--- src/rtl/alu_arbiter_if.sv ---
// Requester, ALU and trap signals between alu_arbiter and its environment.
// ALU_ARB_LOCK_EN adds the per-requester lock inputs.
interface alu_arbiter_if #(
  parameter int WIDTH = 20,
  parameter int OPW   = 4
);
  logic             req0_valid, req1_valid, req0_ready, req1_ready;
  logic [WIDTH-1:0] req0_a, req0_b, req1_a, req1_b;
  logic [OPW-1:0]   req0_op, req1_op;
  logic             req0_setflags, req1_setflags, req0_sign, req1_sign;
`ifdef ALU_ARB_LOCK_EN
  logic             req0_lock, req1_lock;
`endif
  logic             rsp0_valid, rsp1_valid;
  logic [WIDTH-1:0] rsp_data, alu_in1, alu_in2, alu_out;
  logic [OPW-1:0]   alu_op;
  logic             sign_mode, status_we, trap, trap_ack, busy;

  modport master (
`ifdef ALU_ARB_LOCK_EN
    output req0_lock, req1_lock,
`endif
    output req0_valid, req1_valid, req0_a, req0_b, req1_a, req1_b,
    output req0_op, req1_op, req0_setflags, req1_setflags, req0_sign, req1_sign,
    output alu_out, trap,
    input  req0_ready, req1_ready, rsp0_valid, rsp1_valid, rsp_data,
    input  alu_in1, alu_in2, alu_op, sign_mode, status_we, trap_ack, busy
  );

  modport slave (
`ifdef ALU_ARB_LOCK_EN
    input  req0_lock, req1_lock,
`endif
    input  req0_valid, req1_valid, req0_a, req0_b, req1_a, req1_b,
    input  req0_op, req1_op, req0_setflags, req1_setflags, req0_sign, req1_sign,
    input  alu_out, trap,
    output req0_ready, req1_ready, rsp0_valid, rsp1_valid, rsp_data,
    output alu_in1, alu_in2, alu_op, sign_mode, status_we, trap_ack, busy
  );
endinterface

--- src/rtl/alu_arbiter.sv ---
// Round-robin arbiter sharing one fixed-latency ALU and the status-register path
// between two requesters. Optional ALU_ARB_LOCK_EN lets an owner pin the grant.
module alu_arbiter #(
  parameter int WIDTH   = 20,
  parameter int OPW     = 4,
  parameter int ALU_LAT = 1
) (
  input  logic clk,
  input  logic reset,
  alu_arbiter_if.slave bus
);
  localparam int CW = (ALU_LAT > 1) ? $clog2(ALU_LAT) : 1;
  localparam logic [CW-1:0] LAST = CW'(ALU_LAT - 1);

  typedef enum logic [1:0] {IDLE, EXEC, DONE} state_t;
  typedef struct packed {
    logic [WIDTH-1:0] a;
    logic [WIDTH-1:0] b;
    logic [OPW-1:0]   op;
    logic             sign;
    logic             setflags;
  } req_t;

  state_t           state, state_nxt;
  logic [CW-1:0]    cnt;
  logic             owner, ptr, flag_q, sign_q;
  logic [WIDTH-1:0] in1_q, in2_q, rsp_q;
  logic [OPW-1:0]   op_q;
  req_t [1:0]       req;
  req_t             sel;
  logic [1:0]       vld;
  logic             grant, winner, pick, lock_hon;

  assign req[0] = {bus.req0_a, bus.req0_b, bus.req0_op, bus.req0_sign, bus.req0_setflags};
  assign req[1] = {bus.req1_a, bus.req1_b, bus.req1_op, bus.req1_sign, bus.req1_setflags};
  assign vld    = {bus.req1_valid, bus.req0_valid};
  assign sel    = req[winner];

`ifdef ALU_ARB_LOCK_EN
  logic [1:0] lock;
  logic       lock_held, lock_owner;
  assign lock = {bus.req1_lock, bus.req0_lock};
  // A held lock yields the contention as soon as its owner drops lock.
  assign pick = lock_held ? (lock[lock_owner] ? lock_owner : ~lock_owner) : ptr;
  assign lock_hon = lock[winner] && (!lock_held || winner == lock_owner);
`else
  assign pick     = ptr;
  assign lock_hon = 1'b0;
`endif

  // Grant is gated by reset so ready stays low while reset is held.
  assign grant  = reset && (state == IDLE) && !bus.trap && (|vld);
  assign winner = (&vld) ? pick : vld[1];

  always_comb begin
    state_nxt = state;
    case (state)
      IDLE:    if (grant) state_nxt = EXEC;
      EXEC:    if (cnt == LAST) state_nxt = DONE;
      DONE:    state_nxt = IDLE;
      default: state_nxt = IDLE;
    endcase
  end

  always_ff @(posedge clk or negedge reset) begin
    if (!reset) begin
      state  <= IDLE;
      cnt    <= '0;
      owner  <= 1'b0;
      ptr    <= 1'b0;
      flag_q <= 1'b0;
      sign_q <= 1'b0;
      in1_q  <= '0;
      in2_q  <= '0;
      op_q   <= '0;
      rsp_q  <= '0;
`ifdef ALU_ARB_LOCK_EN
      lock_held  <= 1'b0;
      lock_owner <= 1'b0;
`endif
    end else begin
      state <= state_nxt;
      cnt   <= (state == EXEC && cnt != LAST) ? cnt + 1'b1 : '0;
      if (state == EXEC && cnt == LAST) rsp_q <= bus.alu_out;
      if (grant) begin
        in1_q  <= sel.a;
        in2_q  <= sel.b;
        op_q   <= sel.op;
        sign_q <= sel.sign;
        flag_q <= sel.setflags;
        owner  <= winner;
        ptr    <= lock_hon ? winner : ~winner;
`ifdef ALU_ARB_LOCK_EN
        lock_held  <= lock_hon;
        lock_owner <= winner;
`endif
      end
    end
  end

  assign bus.req0_ready = grant && !winner;
  assign bus.req1_ready = grant && winner;
  assign bus.rsp0_valid = (state == DONE) && !owner;
  assign bus.rsp1_valid = (state == DONE) && owner;
  assign bus.status_we  = (state == DONE) && flag_q;
  assign bus.busy       = (state != IDLE);
  assign bus.trap_ack   = reset && bus.trap && (state == IDLE);
  assign bus.rsp_data   = rsp_q;
  assign bus.alu_in1    = in1_q;
  assign bus.alu_in2    = in2_q;
  assign bus.alu_op     = op_q;
  assign bus.sign_mode  = sign_q;
endmodule
--- src/flat_wrapper.sv ---
// flat-port wrapper written by rule: the top's interface ports become plain ports
module alu_arbiter_flat 
#(
  parameter int WIDTH   = 20,
  parameter int OPW     = 4,
  parameter int ALU_LAT = 1
)
  (clk, reset, bus_req0_valid, bus_req1_valid, bus_req0_a, bus_req0_b, bus_req1_a, bus_req1_b, bus_req0_op, bus_req1_op, bus_req0_setflags, bus_req1_setflags, bus_req0_sign, bus_req1_sign, bus_alu_out, bus_trap, bus_req0_ready, bus_req1_ready, bus_rsp0_valid, bus_rsp1_valid, bus_rsp_data, bus_alu_in1, bus_alu_in2, bus_alu_op, bus_sign_mode, bus_status_we, bus_trap_ack, bus_busy);
  alu_arbiter_if #(.WIDTH(WIDTH), .OPW(OPW)) bus_i ();
  input  logic clk;
  input  logic reset;
  input wire logic [$bits(bus_i.req0_valid)-1:0] bus_req0_valid;
  input wire logic [$bits(bus_i.req1_valid)-1:0] bus_req1_valid;
  input wire logic [$bits(bus_i.req0_a)-1:0] bus_req0_a;
  input wire logic [$bits(bus_i.req0_b)-1:0] bus_req0_b;
  input wire logic [$bits(bus_i.req1_a)-1:0] bus_req1_a;
  input wire logic [$bits(bus_i.req1_b)-1:0] bus_req1_b;
  input wire logic [$bits(bus_i.req0_op)-1:0] bus_req0_op;
  input wire logic [$bits(bus_i.req1_op)-1:0] bus_req1_op;
  input wire logic [$bits(bus_i.req0_setflags)-1:0] bus_req0_setflags;
  input wire logic [$bits(bus_i.req1_setflags)-1:0] bus_req1_setflags;
  input wire logic [$bits(bus_i.req0_sign)-1:0] bus_req0_sign;
  input wire logic [$bits(bus_i.req1_sign)-1:0] bus_req1_sign;
  input wire logic [$bits(bus_i.alu_out)-1:0] bus_alu_out;
  input wire logic [$bits(bus_i.trap)-1:0] bus_trap;
  output wire logic [$bits(bus_i.req0_ready)-1:0] bus_req0_ready;
  output wire logic [$bits(bus_i.req1_ready)-1:0] bus_req1_ready;
  output wire logic [$bits(bus_i.rsp0_valid)-1:0] bus_rsp0_valid;
  output wire logic [$bits(bus_i.rsp1_valid)-1:0] bus_rsp1_valid;
  output wire logic [$bits(bus_i.rsp_data)-1:0] bus_rsp_data;
  output wire logic [$bits(bus_i.alu_in1)-1:0] bus_alu_in1;
  output wire logic [$bits(bus_i.alu_in2)-1:0] bus_alu_in2;
  output wire logic [$bits(bus_i.alu_op)-1:0] bus_alu_op;
  output wire logic [$bits(bus_i.sign_mode)-1:0] bus_sign_mode;
  output wire logic [$bits(bus_i.status_we)-1:0] bus_status_we;
  output wire logic [$bits(bus_i.trap_ack)-1:0] bus_trap_ack;
  output wire logic [$bits(bus_i.busy)-1:0] bus_busy;
  assign bus_i.req0_valid = bus_req0_valid;
  assign bus_i.req1_valid = bus_req1_valid;
  assign bus_i.req0_a = bus_req0_a;
  assign bus_i.req0_b = bus_req0_b;
  assign bus_i.req1_a = bus_req1_a;
  assign bus_i.req1_b = bus_req1_b;
  assign bus_i.req0_op = bus_req0_op;
  assign bus_i.req1_op = bus_req1_op;
  assign bus_i.req0_setflags = bus_req0_setflags;
  assign bus_i.req1_setflags = bus_req1_setflags;
  assign bus_i.req0_sign = bus_req0_sign;
  assign bus_i.req1_sign = bus_req1_sign;
  assign bus_i.alu_out = bus_alu_out;
  assign bus_i.trap = bus_trap;
  assign bus_req0_ready = bus_i.req0_ready;
  assign bus_req1_ready = bus_i.req1_ready;
  assign bus_rsp0_valid = bus_i.rsp0_valid;
  assign bus_rsp1_valid = bus_i.rsp1_valid;
  assign bus_rsp_data = bus_i.rsp_data;
  assign bus_alu_in1 = bus_i.alu_in1;
  assign bus_alu_in2 = bus_i.alu_in2;
  assign bus_alu_op = bus_i.alu_op;
  assign bus_sign_mode = bus_i.sign_mode;
  assign bus_status_we = bus_i.status_we;
  assign bus_trap_ack = bus_i.trap_ack;
  assign bus_busy = bus_i.busy;
  alu_arbiter #(.WIDTH(WIDTH), .OPW(OPW), .ALU_LAT(ALU_LAT)) u_core (.clk(clk), .reset(reset), .bus(bus_i));
endmodule
--- config.mk ---
export PLATFORM = sky130hd
export DESIGN_NAME = alu_arbiter_flat
export DESIGN_NICKNAME = d
export VERILOG_FILES = /design/src/rtl/alu_arbiter_if.sv /design/src/rtl/alu_arbiter.sv /design/src/flat_wrapper.sv
export SDC_FILE = /design/constraint.sdc
export NUM_CORES = 1
export LEC_CHECK = 0
export CAP_MARGIN = 10
export CORE_MARGIN = 3
export CORE_UTILIZATION = 35
export CTS_CLUSTER_DIAMETER = 60
export DETAILED_ROUTE_END_ITERATION = 8
export MAX_ROUTING_LAYER = met4
export PLACE_DENSITY = 0.84
export SLEW_MARGIN = 30
export SYNTH_ARGS = -nofsm -noshare
export SYNTH_HDL_FRONTEND = slang
export SYNTH_SLANG_ARGS = --single-unit
--- constraint.sdc ---
create_clock -name clk -period 1.3 [get_ports clk]
set_clock_uncertainty 0.05 [all_clocks]
set_input_delay 0.13 -clock clk [delete_from_list [all_inputs] [get_ports clk]]
set_output_delay 0.13 -clock clk [all_outputs]
set_load 0.01 [all_outputs]
==> impl_metrics.py <==
metrics = {
    "status": {
        "run_status": "finished with violations",
        "violations": "negative setup slack",
    },
    "min_path": {
        "hp-class": "in2reg",
        "min_to": "u_core.bus.alu_in1[14]",
        "hold_path_depth": 4,
        "hp-start": "bus_req1_valid",
    },
    "logic_synthesis": {
        "yosys.area_share.simple": 0.0303,
        "yosysSeqAreaShare": 0.518,
        "synthTopCellsByArea": "dfrtp_1 (52%), o211ai_1 (10%), a31oi_1 (8.4%), a21oi_1 (7.0%), mux2_2 (6.9%)",
        "synth-main-ff-cell": "dfrtp_1",
        "synth_mux_area_frac": 0.0690,
        "synth-compound-area-share": 0.325,
        "synth-seq-cells": 71,
        "synth_cells": 338,
        "synth-edff-count": 0,
        "synth_fp_nets": 455,
        "synthArstFlopShare": 1.00,
        "yosys.area_share.adder": 0,
        "netlist.area_leader.share": 0.518,
        "yosysTopAreaCell": "dfrtp_1",
        "yosys.cell_types.count": 23,
        "syn_area_per_cell_sq_um": 10.1,
        "netlist_area_sq_um": 3430,
        "yosys.area_share.xor_xnor": 0,
        "ys.warnings.count": 0,
        "synth_top_family_by_area": "compound AO/OA/AOI/OAI gates",
    },
    "pwr": {
        "power_density_nw_per_um2": 1450,
        "p_clk_frac": 0.234,
        "pwr-share-comb": 0.385,
        "pwr-share-seq": 0.381,
        "ir_drop_uv": 644,
        "power_switching_mw": 2.77,
        "switching_share": 0.322,
        "p_total_mw": 8.59,
        "internal_power_mw": 5.82,
        "p_leak_nw": 2.35,
    },
    "route": {
        "vias": 3662,
        "wirelength_um": 12000,
        "drt-vias-per-instance": 5.51,
        "final_antenna_net_count": 0,
        "drc_errors": 0,
        "drtPass1Iterations": 4,
        "routedWlPerCell_um": 18.1,
        "drt_iter0_drc": 161,
    },
    "layout": {
        "fin_area_sq_um": 5910,
        "num_antenna_cells": 0,
        "num-fill-cells": 804,
        "drive_gt1_frac": 0.190,
        "fin_nets": 648,
        "syn2layout_area_growth_pct": 72.2,
    },
    "clock_tree": {
        "htree_levels": 3,
        "clk_latency_ns": 0.33,
        "cts_made_buffers": 9,
        "numClockSinks": 71,
        "cts_tree": "done",
        "clock_path_buffers": 2,
        "cts-root-buf": "clkbuf_8",
        "path_clk_slew_ns": 0.07,
    },
    "setup_path": {
        "r2r_slack_ns": -0.34,
        "rr_worst_depth": 6,
        "reg2reg_to": "u_core.bus.rsp_data[15]",
        "slowest_stage": "dfrtp_1",
        "r2r_start": "u_core.state[0]",
        "crit_chain": "buf_4 > buf_6 > nor3b_4 > buf_6 > clkbuf_16 > mux2_2",
        "worstSetupPathType": "reg2reg",
        "cpPeakStageDelay_ns": 0.40,
        "crit_path_end_kind": "register",
        "crit_path_max_fanout": 6,
        "cp_common_cell": "buf_6",
        "start_kind": "register",
        "cp_data_required_time_ns": 1.47,
        "critPathArrivalTime_ns": 1.81,
    },
    "place": {
        "hpwl_um": 8360,
        "gp_congestion": 0.771,
        "port_buffers": 188,
        "place_area_sq_um": 5610,
    },
    "sta": {
        "rsz0062_at_grt": "true",
        "worst_pin_slew_ns": 0.654,
        "fmax_mhz": 609,
        "relSlewSlack": 0.564,
        "postLayoutSetupSlackWorst_ns": -0.342,
        "hold_viol": 0,
        "finalCritPeriodShare": 1.26,
        "slew_violations": 0,
        "setup_viol": 76,
        "layout_min_cycle_time_ns": 1.64,
    },
    "floorplan": {
        "core_sq_um": 9370,
        "rows": 35,
        "io_pins": 189,
        "dieWidth_um": 105,
        "dieArea_sq_um": 11000,
        "initial_core_util": 0.366,
        "die_h_um": 105,
    },
    "grt": {
        "grt_pass1_wl_um": 19000,
        "overflow": 0,
        "grt_usage": 0.218,
        "grt_max_degree": 72,
        "antenna_found_initial": 0,
        "grt_pass1_vias": 3856,
    },
    "run": {
        "drv_cap": 0,
    },
}
## worst max-delay path, delay by kind of cell (launching register included)
family                 cells  cell delay (ns)
buffers and inverters      4             0.54
AND/OR/NAND/NOR            1             0.22
flip-flops                 1             0.40
multiplexers               1             0.32
## cells in the final DEF (no fill, tap or decap)
master | synthesis | layout
inv_2 | 2 | 2
dlygate4sd3_1 | 0 | 1
buf_2 | 12 | 5
dlygate4sd2_1 | 0 | 65
buf_12 | 0 | 4
nor3b_2 | 2 | 1
and2b_1 | 1 | 1
nand3b_1 | 1 | 1
buf_6 | 0 | 11
nor2_2 | 0 | 1
a31oi_1 | 46 | 45
clkbuf_16 | 0 | 2
a21oi_1 | 48 | 39
mux2_2 | 21 | 10
conb_1 | 1 | 1
or2_2 | 1 | 1
o21ai_0 | 42 | 42
clkbuf_8 | 0 | 11
mux2_4 | 0 | 11
nor2_1 | 2 | 1
a31oi_2 | 0 | 1
nor3_2 | 0 | 1
clkinvlp_4 | 0 | 2
and3b_1 | 2 | 2
clkdlybuf4s50_1 | 0 | 114
o21ai_1 | 4 | 4
nor3b_4 | 0 | 2
o211ai_1 | 46 | 46
o21ba_2 | 1 | 1
a21oi_2 | 0 | 9
dfrtp_1 | 71 | 71
bufinv_16 | 0 | 2
buf_4 | 5 | 21
and2_4 | 0 | 2
nand2_1 | 2 | 1
clkinv_2 | 0 | 1
nand2_2 | 0 | 1
## worst max-delay path by stage
stage,from,to,cells past startpoint
3_3_place_gp,bus_req0_valid,bus_req1_ready,5
4_1_cts,u_core.state[1],bus_req1_ready,4
6_report,u_core.state[0],u_core.bus.rsp_data[15],6
2_1_floorplan,u_core.state[0],u_core.owner,3
3_5_place_dp,bus_req0_valid,bus_req1_ready,5
5_1_grt,u_core.state[0],bus_req1_ready,4
## Yosys cell counts (2+ instances only)
master,n
and3b_1,2
buf_2,12
nor3b_2,2
o21ai_1,4
buf_4,5
inv_2,2
a21oi_1,48
nand2_1,2
and2_1,2
nor2_1,2
mux2_2,21
a31oi_1,46
dfrtp_1,71
clkbuf_1,24
o21ai_0,42
o211ai_1,46
## metal layers
metal | vias up | track usage | routed length [um]
met4 | 0 | 0.0834 | 246
met3 | 26 | 0.0408 | 774
met2 | 181 | 0.374 | 6270
met1 | 1779 | 0.255 | 4740
met5 | - | - | 0
li1 | 1676 | - | -
## sequential cells by signal, summed over array words and instances (netlist names)
name,cells
u_core.bus.alu_in1,20
u_core.bus.alu_in2,20
u_core.bus.rsp_data,20
u_core.bus.alu_op,4
u_core.state,2
u_core.bus.sign_mode,1
u_core.cnt,1
u_core.flag_q,1
u_core.owner,1
u_core.pick,1
## final cells by class
cell class | count | area, sq um | area share
clock inverter | 5 | 80.1 | 0.0136
tap | 129 | 161 | 0.0273
multi-input combinational | 224 | 1570 | 0.266
sequential | 71 | 1780 | 0.301
clock buffer | 11 | 151 | 0.0256
timing repair buffer | 223 | 2160 | 0.365
inverter | 2 | 7.51 | 0.00127
## kinds of logic (layout without fill, tap and decap cells)
kind of cell	after synthesis	count (layout)
AOI/OAI and AO/OA	187	187
DFF	71	71
buffers and inverters	43	241
muxes	21	21
and+or+nand+nor	15	15
other	1	1
## power groups by stage
stage               registers [mW]  logic (mW)  clock network [mW]
finish                        3.27        3.30                2.01
detailed placement            3.34        3.69                   0
floorplan                     3.62        1.23                   0
global placement              3.29        3.61                   0
global route                  3.36        3.57                2.14
CTS                           3.28        3.29                2.06
## per-stage QoR
stage	setup TNS, ns	hold WS [ns]	setup slack (ns)	utilization	cells
floorplan	-2.84	-0.216	-0.0609	-	338
global placement	-21.09	0.349	-0.513	0.598	639
detailed placement	-24.07	0.364	-0.529	0.598	639
CTS	-18.34	0.253	-0.329	0.624	662
global route	-26.93	0.274	-0.420	0.630	665
finish	-20.92	0.263	-0.342	0.630	665
## repair_timing
item                                   CTS  global route
endpoints found under the hold margin   29             0
setup endpoints to repair              140            76
setup buffers                            5             2
pin swaps                                6             3
hold buffers                             1             0
gates cloned                             1             2
resized for setup                      108             4
Power figures use the tool's default switching activity.
